## src/rtl/branch_trace_buffer_if.sv

```systemverilog
// Branch event stream in, FIFO read port and status out; clk/reset stay plain ports.
interface branch_trace_buffer_if #(parameter int AW = 4);
  logic        clear;
  logic        ev_valid;
  logic [31:0] ev_pc;
  logic        ev_taken;
  logic        ev_slot_nop;
  logic        ev_slot_auto;
  logic        rd_valid;
  logic        rd_ready;
  logic [31:0] rd_pc;
  logic        rd_taken;
  logic [1:0]  rd_slot_kind;
  logic [15:0] rd_seq;
  logic [AW:0] count;
  logic        full;
  logic        empty;
  logic [15:0] drop_count;

  modport master (
    output clear, ev_valid, ev_pc, ev_taken, ev_slot_nop, ev_slot_auto, rd_ready,
    input  rd_valid, rd_pc, rd_taken, rd_slot_kind, rd_seq, count, full, empty, drop_count
  );

  modport slave (
    input  clear, ev_valid, ev_pc, ev_taken, ev_slot_nop, ev_slot_auto, rd_ready,
    output rd_valid, rd_pc, rd_taken, rd_slot_kind, rd_seq, count, full, empty, drop_count
  );
endinterface

```

## src/rtl/branch_trace_buffer.sv

```systemverilog
// Sequence-tagged branch event FIFO, first-word fall-through read, one push/pop per cycle.
// Events arriving while full (and not popping) are dropped and counted with saturation.
module branch_trace_buffer #(
  parameter int DEPTH = 16,
  parameter int AW    = 4
) (
  input logic                i_clk,
  input logic                i_reset,
  branch_trace_buffer_if.slave bus
);
  typedef struct packed {
    logic [31:0] pc;
    logic        taken;
    logic [1:0]  kind;
    logic [15:0] seq;
  } entry_t;

  localparam logic [AW:0] LP_DEPTH = (AW+1)'(DEPTH);

  entry_t        r_mem [DEPTH];
  logic [AW-1:0] r_wr_ptr;
  logic [AW-1:0] r_rd_ptr;
  logic [AW:0]   r_count;
  logic [15:0]   r_seq;
  logic [15:0]   r_drop;

  logic          w_full;
  logic          w_empty;
  logic          w_pop;
  logic          w_push;
  logic          w_drop;
  logic [1:0]    w_kind;
  entry_t        w_wr_entry;
  entry_t        w_head;

  assign w_full  = (r_count == LP_DEPTH);
  assign w_empty = (r_count == '0);
  assign w_pop   = !w_empty && bus.rd_ready;
  // A pop in the same cycle frees the slot, so a full FIFO can still accept.
  assign w_push  = bus.ev_valid && (!w_full || w_pop);
  assign w_drop  = bus.ev_valid && w_full && !w_pop;

  always_comb begin
    w_kind = 2'd0;
    if (bus.ev_slot_nop) begin
      w_kind = 2'd2;
    end else if (bus.ev_slot_auto) begin
      w_kind = 2'd1;
    end
  end

  assign w_wr_entry = '{pc: bus.ev_pc, taken: bus.ev_taken, kind: w_kind, seq: r_seq};

  always_ff @(posedge i_clk) begin
    if (w_push && !bus.clear) begin
      r_mem[r_wr_ptr] <= w_wr_entry;
    end
  end

  always_ff @(posedge i_clk or posedge i_reset) begin
    if (i_reset) begin
      r_wr_ptr <= '0;
      r_rd_ptr <= '0;
      r_count  <= '0;
      r_seq    <= '0;
      r_drop   <= '0;
    end else if (bus.clear) begin
      r_wr_ptr <= '0;
      r_rd_ptr <= '0;
      r_count  <= '0;
      r_seq    <= '0;
      r_drop   <= '0;
    end else begin
      if (w_push) begin
        r_wr_ptr <= r_wr_ptr + AW'(1);
      end
      if (w_pop) begin
        r_rd_ptr <= r_rd_ptr + AW'(1);
      end
      case ({w_push, w_pop})
        2'b10:   r_count <= r_count + (AW+1)'(1);
        2'b01:   r_count <= r_count - (AW+1)'(1);
        default: r_count <= r_count;
      endcase
      // Sequence advances on dropped events too, leaving a visible gap.
      if (bus.ev_valid) begin
        r_seq <= r_seq + 16'd1;
      end
      if (w_drop && (r_drop != 16'hFFFF)) begin
        r_drop <= r_drop + 16'd1;
      end
    end
  end

  assign w_head = r_mem[r_rd_ptr];

  assign bus.rd_valid     = !w_empty;
  assign bus.rd_pc        = w_head.pc;
  assign bus.rd_taken     = w_head.taken;
  assign bus.rd_slot_kind = w_head.kind;
  assign bus.rd_seq       = w_head.seq;
  assign bus.count        = r_count;
  assign bus.full         = w_full;
  assign bus.empty        = w_empty;
  assign bus.drop_count   = r_drop;
endmodule

```

## src/flat_wrapper.sv

```systemverilog
// flat-port wrapper written by rule: the top's interface ports become plain ports
module branch_trace_buffer_flat 
#(
  parameter int DEPTH = 16,
  parameter int AW    = 4
)
  (i_clk, i_reset, bus_clear, bus_ev_valid, bus_ev_pc, bus_ev_taken, bus_ev_slot_nop, bus_ev_slot_auto, bus_rd_ready, bus_rd_valid, bus_rd_pc, bus_rd_taken, bus_rd_slot_kind, bus_rd_seq, bus_count, bus_full, bus_empty, bus_drop_count);
  branch_trace_buffer_if #(.AW(AW)) bus_i ();
  input logic i_clk;
  input logic i_reset;
  input wire logic [$bits(bus_i.clear)-1:0] bus_clear;
  input wire logic [$bits(bus_i.ev_valid)-1:0] bus_ev_valid;
  input wire logic [$bits(bus_i.ev_pc)-1:0] bus_ev_pc;
  input wire logic [$bits(bus_i.ev_taken)-1:0] bus_ev_taken;
  input wire logic [$bits(bus_i.ev_slot_nop)-1:0] bus_ev_slot_nop;
  input wire logic [$bits(bus_i.ev_slot_auto)-1:0] bus_ev_slot_auto;
  input wire logic [$bits(bus_i.rd_ready)-1:0] bus_rd_ready;
  output wire logic [$bits(bus_i.rd_valid)-1:0] bus_rd_valid;
  output wire logic [$bits(bus_i.rd_pc)-1:0] bus_rd_pc;
  output wire logic [$bits(bus_i.rd_taken)-1:0] bus_rd_taken;
  output wire logic [$bits(bus_i.rd_slot_kind)-1:0] bus_rd_slot_kind;
  output wire logic [$bits(bus_i.rd_seq)-1:0] bus_rd_seq;
  output wire logic [$bits(bus_i.count)-1:0] bus_count;
  output wire logic [$bits(bus_i.full)-1:0] bus_full;
  output wire logic [$bits(bus_i.empty)-1:0] bus_empty;
  output wire logic [$bits(bus_i.drop_count)-1:0] bus_drop_count;
  assign bus_i.clear = bus_clear;
  assign bus_i.ev_valid = bus_ev_valid;
  assign bus_i.ev_pc = bus_ev_pc;
  assign bus_i.ev_taken = bus_ev_taken;
  assign bus_i.ev_slot_nop = bus_ev_slot_nop;
  assign bus_i.ev_slot_auto = bus_ev_slot_auto;
  assign bus_i.rd_ready = bus_rd_ready;
  assign bus_rd_valid = bus_i.rd_valid;
  assign bus_rd_pc = bus_i.rd_pc;
  assign bus_rd_taken = bus_i.rd_taken;
  assign bus_rd_slot_kind = bus_i.rd_slot_kind;
  assign bus_rd_seq = bus_i.rd_seq;
  assign bus_count = bus_i.count;
  assign bus_full = bus_i.full;
  assign bus_empty = bus_i.empty;
  assign bus_drop_count = bus_i.drop_count;
  branch_trace_buffer #(.DEPTH(DEPTH), .AW(AW)) u_core (.i_clk(i_clk), .i_reset(i_reset), .bus(bus_i));
endmodule
```

## config.mk

```make
export PLATFORM = sky130hd
export DESIGN_NAME = branch_trace_buffer_flat
export DESIGN_NICKNAME = d
export VERILOG_FILES = /design/src/rtl/branch_trace_buffer_if.sv /design/src/rtl/branch_trace_buffer.sv /design/src/flat_wrapper.sv
export SDC_FILE = /design/constraint.sdc
export NUM_CORES = 1
export LEC_CHECK = 0
export CAP_MARGIN = 30
export CORE_ASPECT_RATIO = 1.25
export CORE_MARGIN = 1.5
export CORE_UTILIZATION = 46
export CTS_CLUSTER_DIAMETER = 120
export DETAILED_ROUTE_END_ITERATION = 16
export GPL_TIMING_DRIVEN = 0
export PLACE_DENSITY = 0.65
export REMOVE_ABC_BUFFERS = 1
export SLEW_MARGIN = 20
export SYNTH_ARGS = -nofsm -noshare
export SYNTH_HDL_FRONTEND = slang
export SYNTH_SLANG_ARGS = --single-unit
```

## constraint.sdc

```tcl
create_clock -name i_clk -period 10 [get_ports i_clk]
set_clock_uncertainty 0.1 [all_clocks]
set_input_delay 1 -clock i_clk [delete_from_list [all_inputs] [get_ports i_clk]]
set_output_delay 1 -clock i_clk [all_outputs]
set_load 0.005 [all_outputs]
```

; Word level (Yosys, flattened, before mapping)
; Memory sizes are Yosys's and may differ from the RTL's.
; Index checks and enable logic that the tools add are counted.
[totals]
reg_bits = 45
latchBits = 0
mem_bits_rw = 816
romBits = 0
inputBits = 40
output_inout_bits = 75
elab_cells = 47
memories = 1
[classes]
addsub = 6
mul = 0
div_mod_pow = 0
order_cmp = 0
eq_ne = 4
shift = 0
mux = 14
bitwise = 0
reduce_logical = 17
[memory_table]
columns = name, depth, width, read_ports, rd_ports_with_merged_regs, wr, line_no
row1 = u_core.r_mem, 16, 51, 1, 0, 1, branch_trace_buffer.sv:20  ; entry_t r_mem [DEPTH];
[op_table]
columns = op, count
row1 = $mux 16, 4
row2 = $add 16x1->16 const B, 2
row3 = $mux 4, 4
row4 = $ne 16x16->1 const B, 1
row5 = $pmux 5 s2, 1
row6 = $add 4x1->4 const B, 2
row7 = $reduce_bool 2->1, 4
row8 = $logic_and 1x1->1, 6
row9 = $add 5x1->5 const B, 1
row10 = $eq 5x5->1 const B, 1
row11 = $logic_not 5->1, 1
row12 = $mux 5, 1
row13 = $sub 5x1->5 const B, 1
row14 = $logic_not 1->1, 4
row15 = $mux 1, 3
row16 = $reduce_bool 3->1, 1
row17 = $eq 2x1->1 const B, 1
row18 = $eq 2x2->1 const B, 1
row19 = $mux 2, 1
row20 = $logic_or 1x1->1, 1

; Depth between registers and ports, before layout
[logic_depth]
word_depth = 8
depth_mapped = 11
depth_no_buf = 11

; Worst setup path before layout
; OpenSTA, ideal clock, no wires.
[synth_path]
path_kind = input port to flip-flop
start = input bus_ev_valid
end = memory u_core.r_mem[6][0] (netlist name) (enable)
setup_time_ns = 0.604
arrival_time_ns = 6.989
required_time_ns = 9.296
setup_slack_ns = 2.307
path_stages = 4
n_path_buf = 2
path_cell_list = buf_1 -> o31ai_1 -> clkbuf_1 -> nor4b_1
[synth_via]
elab_chain_cells = 4
[synth_lines]
columns = item, line_no
row1 = "start, declared", flat_wrapper.sv:12  ; input wire logic [$bits(bus_i.ev_valid)-1:0] bus_ev_valid;
row2 = $logic_and 1x1->1, branch_trace_buffer.sv:40  ; assign w_push = bus.ev_valid && (!w_full || w_pop);
row3 = $logic_and 1x1->1, branch_trace_buffer.sv:55  ; if (w_push && !bus.clear) begin
row4 = $mux 1, branch_trace_buffer.sv:55
row5 = $mux 1 (not written as such), branch_trace_buffer.sv:56  ; r_mem[r_wr_ptr] <= w_wr_entry;
row6 = "end, declared", branch_trace_buffer.sv:20
; Every way passes these cells.

; Worst setup path after layout
[layout_path]
start = register u_core.r_rd_ptr[0]
end = output bus_rd_pc[23]
[layout_via]
elab_chain_cells = 1
[layout_lines]
columns = item, line_no
row1 = "start, declared", branch_trace_buffer.sv:22  ; logic [AW-1:0] r_rd_ptr;
row2 = "start signal, assigned", branch_trace_buffer.sv:78  ; r_rd_ptr <= r_rd_ptr + AW'(1);
row3 = $mem_v2 16x51, -
row4 = "end, declared", flat_wrapper.sv:19  ; output wire logic [$bits(bus_i.rd_pc)-1:0] bus_rd_pc;
; Every way passes these cells.

==> impl_metrics.env <==
export IMPL_die_h_microns=303
export IMPL_finalSetupViolCount=0
export IMPL_ys_types=41
export IMPL_async_flop_share=0.0523
export IMPL_yosys_warnings=0
export IMPL_grt_pass1_wl_microns=106000
export IMPL_ctsLongestPathBuffers=3
export IMPL_synth_largest_area_cell="edfxtp_1"
export IMPL_initial_utilization=0.467
export IMPL_multi_input_area_sq_mm=0.00724
export IMPL_dp_hpwl_microns=45700
export IMPL_cp_top_family="buffers and inverters"
export IMPL_crit_fanout=34
export IMPL_ys_flop_type="edfxtp_1"
export IMPL_hp_class="reg2reg"
export IMPL_drtPass1Iterations=5
export IMPL_clk_latency_ns=0.61
export IMPL_cts_sinks=861
export IMPL_cts_hold_buf=0
export IMPL_synth_seq_cells=861
export IMPL_port_buffers=114
export IMPL_antenna_found_initial=1
export IMPL_ys_seq_area_frac=0.774
export IMPL_cts_max_level=3
export IMPL_dieWidth_microns=243
export IMPL_nFillCells=5287
export IMPL_coreArea_sq_mm=0.0709
export IMPL_whs_ns=0.498
export IMPL_hold_violations=0
export IMPL_grt_max_degree=50
export IMPL_cp_arrival_ns=3.56
export IMPL_synthCells=1420
export IMPL_drc=0
export IMPL_vias=15500
export IMPL_grt_overflow=0
export IMPL_slowest_delay_ns=0.72
export IMPL_worst_pin_slew_ns=0.853
export IMPL_cts_root_buf="clkbuf_16"
export IMPL_placed_area_sq_mm=0.0368
export IMPL_powerDensity_mw_per_mm2=212
export IMPL_rsz0062_at_grt="false"
export IMPL_path_class="reg2out"
export IMPL_max_cap_viol_count=0
export IMPL_wirelength_microns=70300
export IMPL_post_cts_resized=0
export IMPL_fmax_mhz=214
export IMPL_final_cell_area_sq_mm=0.0393
export IMPL_slew_violations=0
export IMPL_finalCritPeriodShare=0.466
export IMPL_post_route_util=0.554
export IMPL_critPathLaunch="u_core.r_rd_ptr[0]"
export IMPL_clkTransAtPathRegs_ns=0.06
export IMPL_fin_cells=2724
export IMPL_ir_drop_mv=0.114
export IMPL_start_kind="flip-flop"
export IMPL_synth_edf_count=816
export IMPL_globalRouteTotalUtil=0.196
export IMPL_min_from="u_core.bus.drop_count[9]"
export IMPL_cts_made_buffers=80
export IMPL_drt_iter0_drc=1526
export IMPL_syn_area_sq_mm=0.0331
export IMPL_rows=109
export IMPL_required_ns=8.90
export IMPL_die_area_sq_mm=0.0736
export IMPL_regArea_sq_mm=0.0256
export IMPL_n_antenna_cell=0
export IMPL_slowest_stage="dfrtp_4"
export IMPL_gp_congestion=0.740
export IMPL_ys_top_cells_by_area="edfxtp_1, mux4_2, dfrtp_1, nor2_1, xnor2_1"
export IMPL_crit_buf_inv=3
export IMPL_post_drt_via_cell_ratio=5.69
export IMPL_avgSynthCellArea_sq_um=23.3
export IMPL_worst_setup_path_end_kind="output pin"
export IMPL_ioPinCount=115
export IMPL_fin_crit_ns=4.66
export IMPL_setup_slack_ns=5.34
export IMPL_area_growth_syn_to_layout_pct=18.7
export IMPL_final_net_count=1771
export IMPL_cts_tree="yes"
export IMPL_cts_setup_buffers=0
export IMPL_netlist_area_leader_share=0.740
export IMPL_maxSlewHeadroom=0.428
export IMPL_wl_per_cell_microns=25.8
export IMPL_place_ws_ns=5.51
export IMPL_drive_above_1_share=0.322
export IMPL_status="finished, final reports clean"
export IMPL_crit_path_cell_trace="buf_16 -> buf_16 -> mux4_2 -> mux4_2 -> clkdlybuf4s50_1"
export IMPL_p_leak_nw=12.4
export IMPL_grt_pass1_vias=16600
export IMPL_r2r_start="u_core.bus.count[0]"
export IMPL_dp_cells=2579
export IMPL_ant_nets=0
==> flip-flops by register name (all words and copies together), names as in the netlist <==
name and count:
u_core.bus.drop_count 16, u_core.bus.count 5, u_core.r_rd_ptr 4, u_core.r_seq 16
u_core.r_mem 816, u_core.r_wr_ptr 4
==> power breakdown <==
group          switching (mW)  internal (mW)  leakage [nW]  total, mW
clock                    1.26           1.64          1.21       2.90
combinational           0.580          0.827          3.26       1.41
sequential             0.0627           3.98          7.91       4.04
==> synthesized netlist by cell type, types with 3 or more instances <==
cell / count
nor4_1: 11
a211oi_1: 3
nor2_1: 47
nand3_1: 19
nor3_1: 13
xnor2_1: 20
or3_1: 4
nand2b_1: 3
edfxtp_1: 816
mux4_2: 255
nand4_1: 5
nand2_1: 17
or4_1: 3
and3_1: 4
buf_1: 23
or2_2: 3
inv_1: 14
mux2i_1: 5
mux2_2: 4
xor2_1: 11
o21ai_0: 6
clkbuf_1: 41
buf_2: 7
ha_1: 10
dfrtp_1: 45
a21oi_1: 9
nor2b_1: 3
==> logic make-up after synthesis <==
kind of cell	Yosys count	synth area share
AND/OR/NAND/NOR	140	0.0213
AO/OA/AOI/OAI	28	0.00544
adder cells (fa/ha/maj)	11	0.00439
multiplexers	264	0.176
XOR/XNOR	31	0.00820
buffers and inverters	85	0.00990
flip-flops	861	0.774
==> cell type report <==
class                   instances  share of cell area
inverters                      14             0.00134
flip-flops and latches        861               0.653
multi-input cells             474               0.184
clock buffers                  99              0.0549
clock inverters                44             0.00837
repair buffers                289              0.0687
well taps                     943              0.0300
==> worst reg2reg max path: cells and delay by family (launching register included) <==
family,cells,cell delay [ns]
AO/OA/AOI/OAI,1,0.13
buffers and inverters,6,1.37
flip-flops,1,0.46
AND/OR/NAND/NOR,2,0.93
==> per-layer routing <==
layer | share of wire | track usage | vias up
li1 | - | - | 6622
met5 | 0.00017 | 0 | -
met3 | 0.062 | 0.0349 | 94
met4 | 0.018 | 0.0510 | 2
met2 | 0.51 | 0.328 | 533
met1 | 0.41 | 0.269 | 8247
==> stage by stage <==
step           setup TNS (ns)  power, mW
2_1_floorplan           -2.75       5.28
3_3_place_gp         -3222.32       5.94
3_5_place_dp                0       5.56
4_1_cts                     0       8.44
5_1_grt                     0       8.66
6_report                    0       8.35
==> cell usage in the layout (no fill, tap or decap), types with 4 or more instances in the layout <==
| master | count |
|---|---|
| edfxtp_1 | 816 |
| mux4_2 | 255 |
| clkdlybuf4s50_1 | 113 |
| clkbuf_16 | 84 |
| buf_4 | 76 |
| buf_2 | 58 |
| nor2_1 | 47 |
| dfrtp_1 | 41 |
| buf_6 | 23 |
| xnor2_1 | 20 |
| nand3_1 | 19 |
| clkinv_1 | 18 |
| nand2_1 | 17 |
| clkbuf_1 | 15 |
| inv_1 | 13 |
| clkinv_2 | 13 |
| xor2_1 | 11 |
| buf_16 | 11 |
| ha_1 | 10 |
| a21oi_1 | 9 |
| nor3_2 | 8 |
| nor4_1 | 7 |
| buf_12 | 7 |
| o21ai_0 | 6 |
| nand4_1 | 5 |
| nor3_1 | 5 |
| mux2i_1 | 5 |
| clkinvlp_4 | 5 |
| and3_1 | 4 |
| mux2_2 | 4 |
| nor4_2 | 4 |
| or3_1 | 4 |
| bufinv_16 | 4 |
| dfrtp_4 | 4 |
==> path summary, 6_finish.rpt <==
| path | endpoint | slack [ns] | cells after the start |
|---|---|---|---|
| worst max-delay path | bus_rd_pc[23] | 5.34 | 5 |
| worst min-delay path | u_core.bus.drop_count[9] | 0.50 | 2 |
| worst min register to register | u_core.bus.drop_count[9] | 0.50 | 2 |
| max in group asynchronous | u_core.r_rd_ptr[3] | 8.64 | 3 |
| min in group asynchronous | u_core.bus.count[0] | 0.63 | 2 |
| worst max register to register | u_core.r_mem[0][30] | 6.70 | 9 |
No activity file was read; power rests on OpenSTA's default activity.
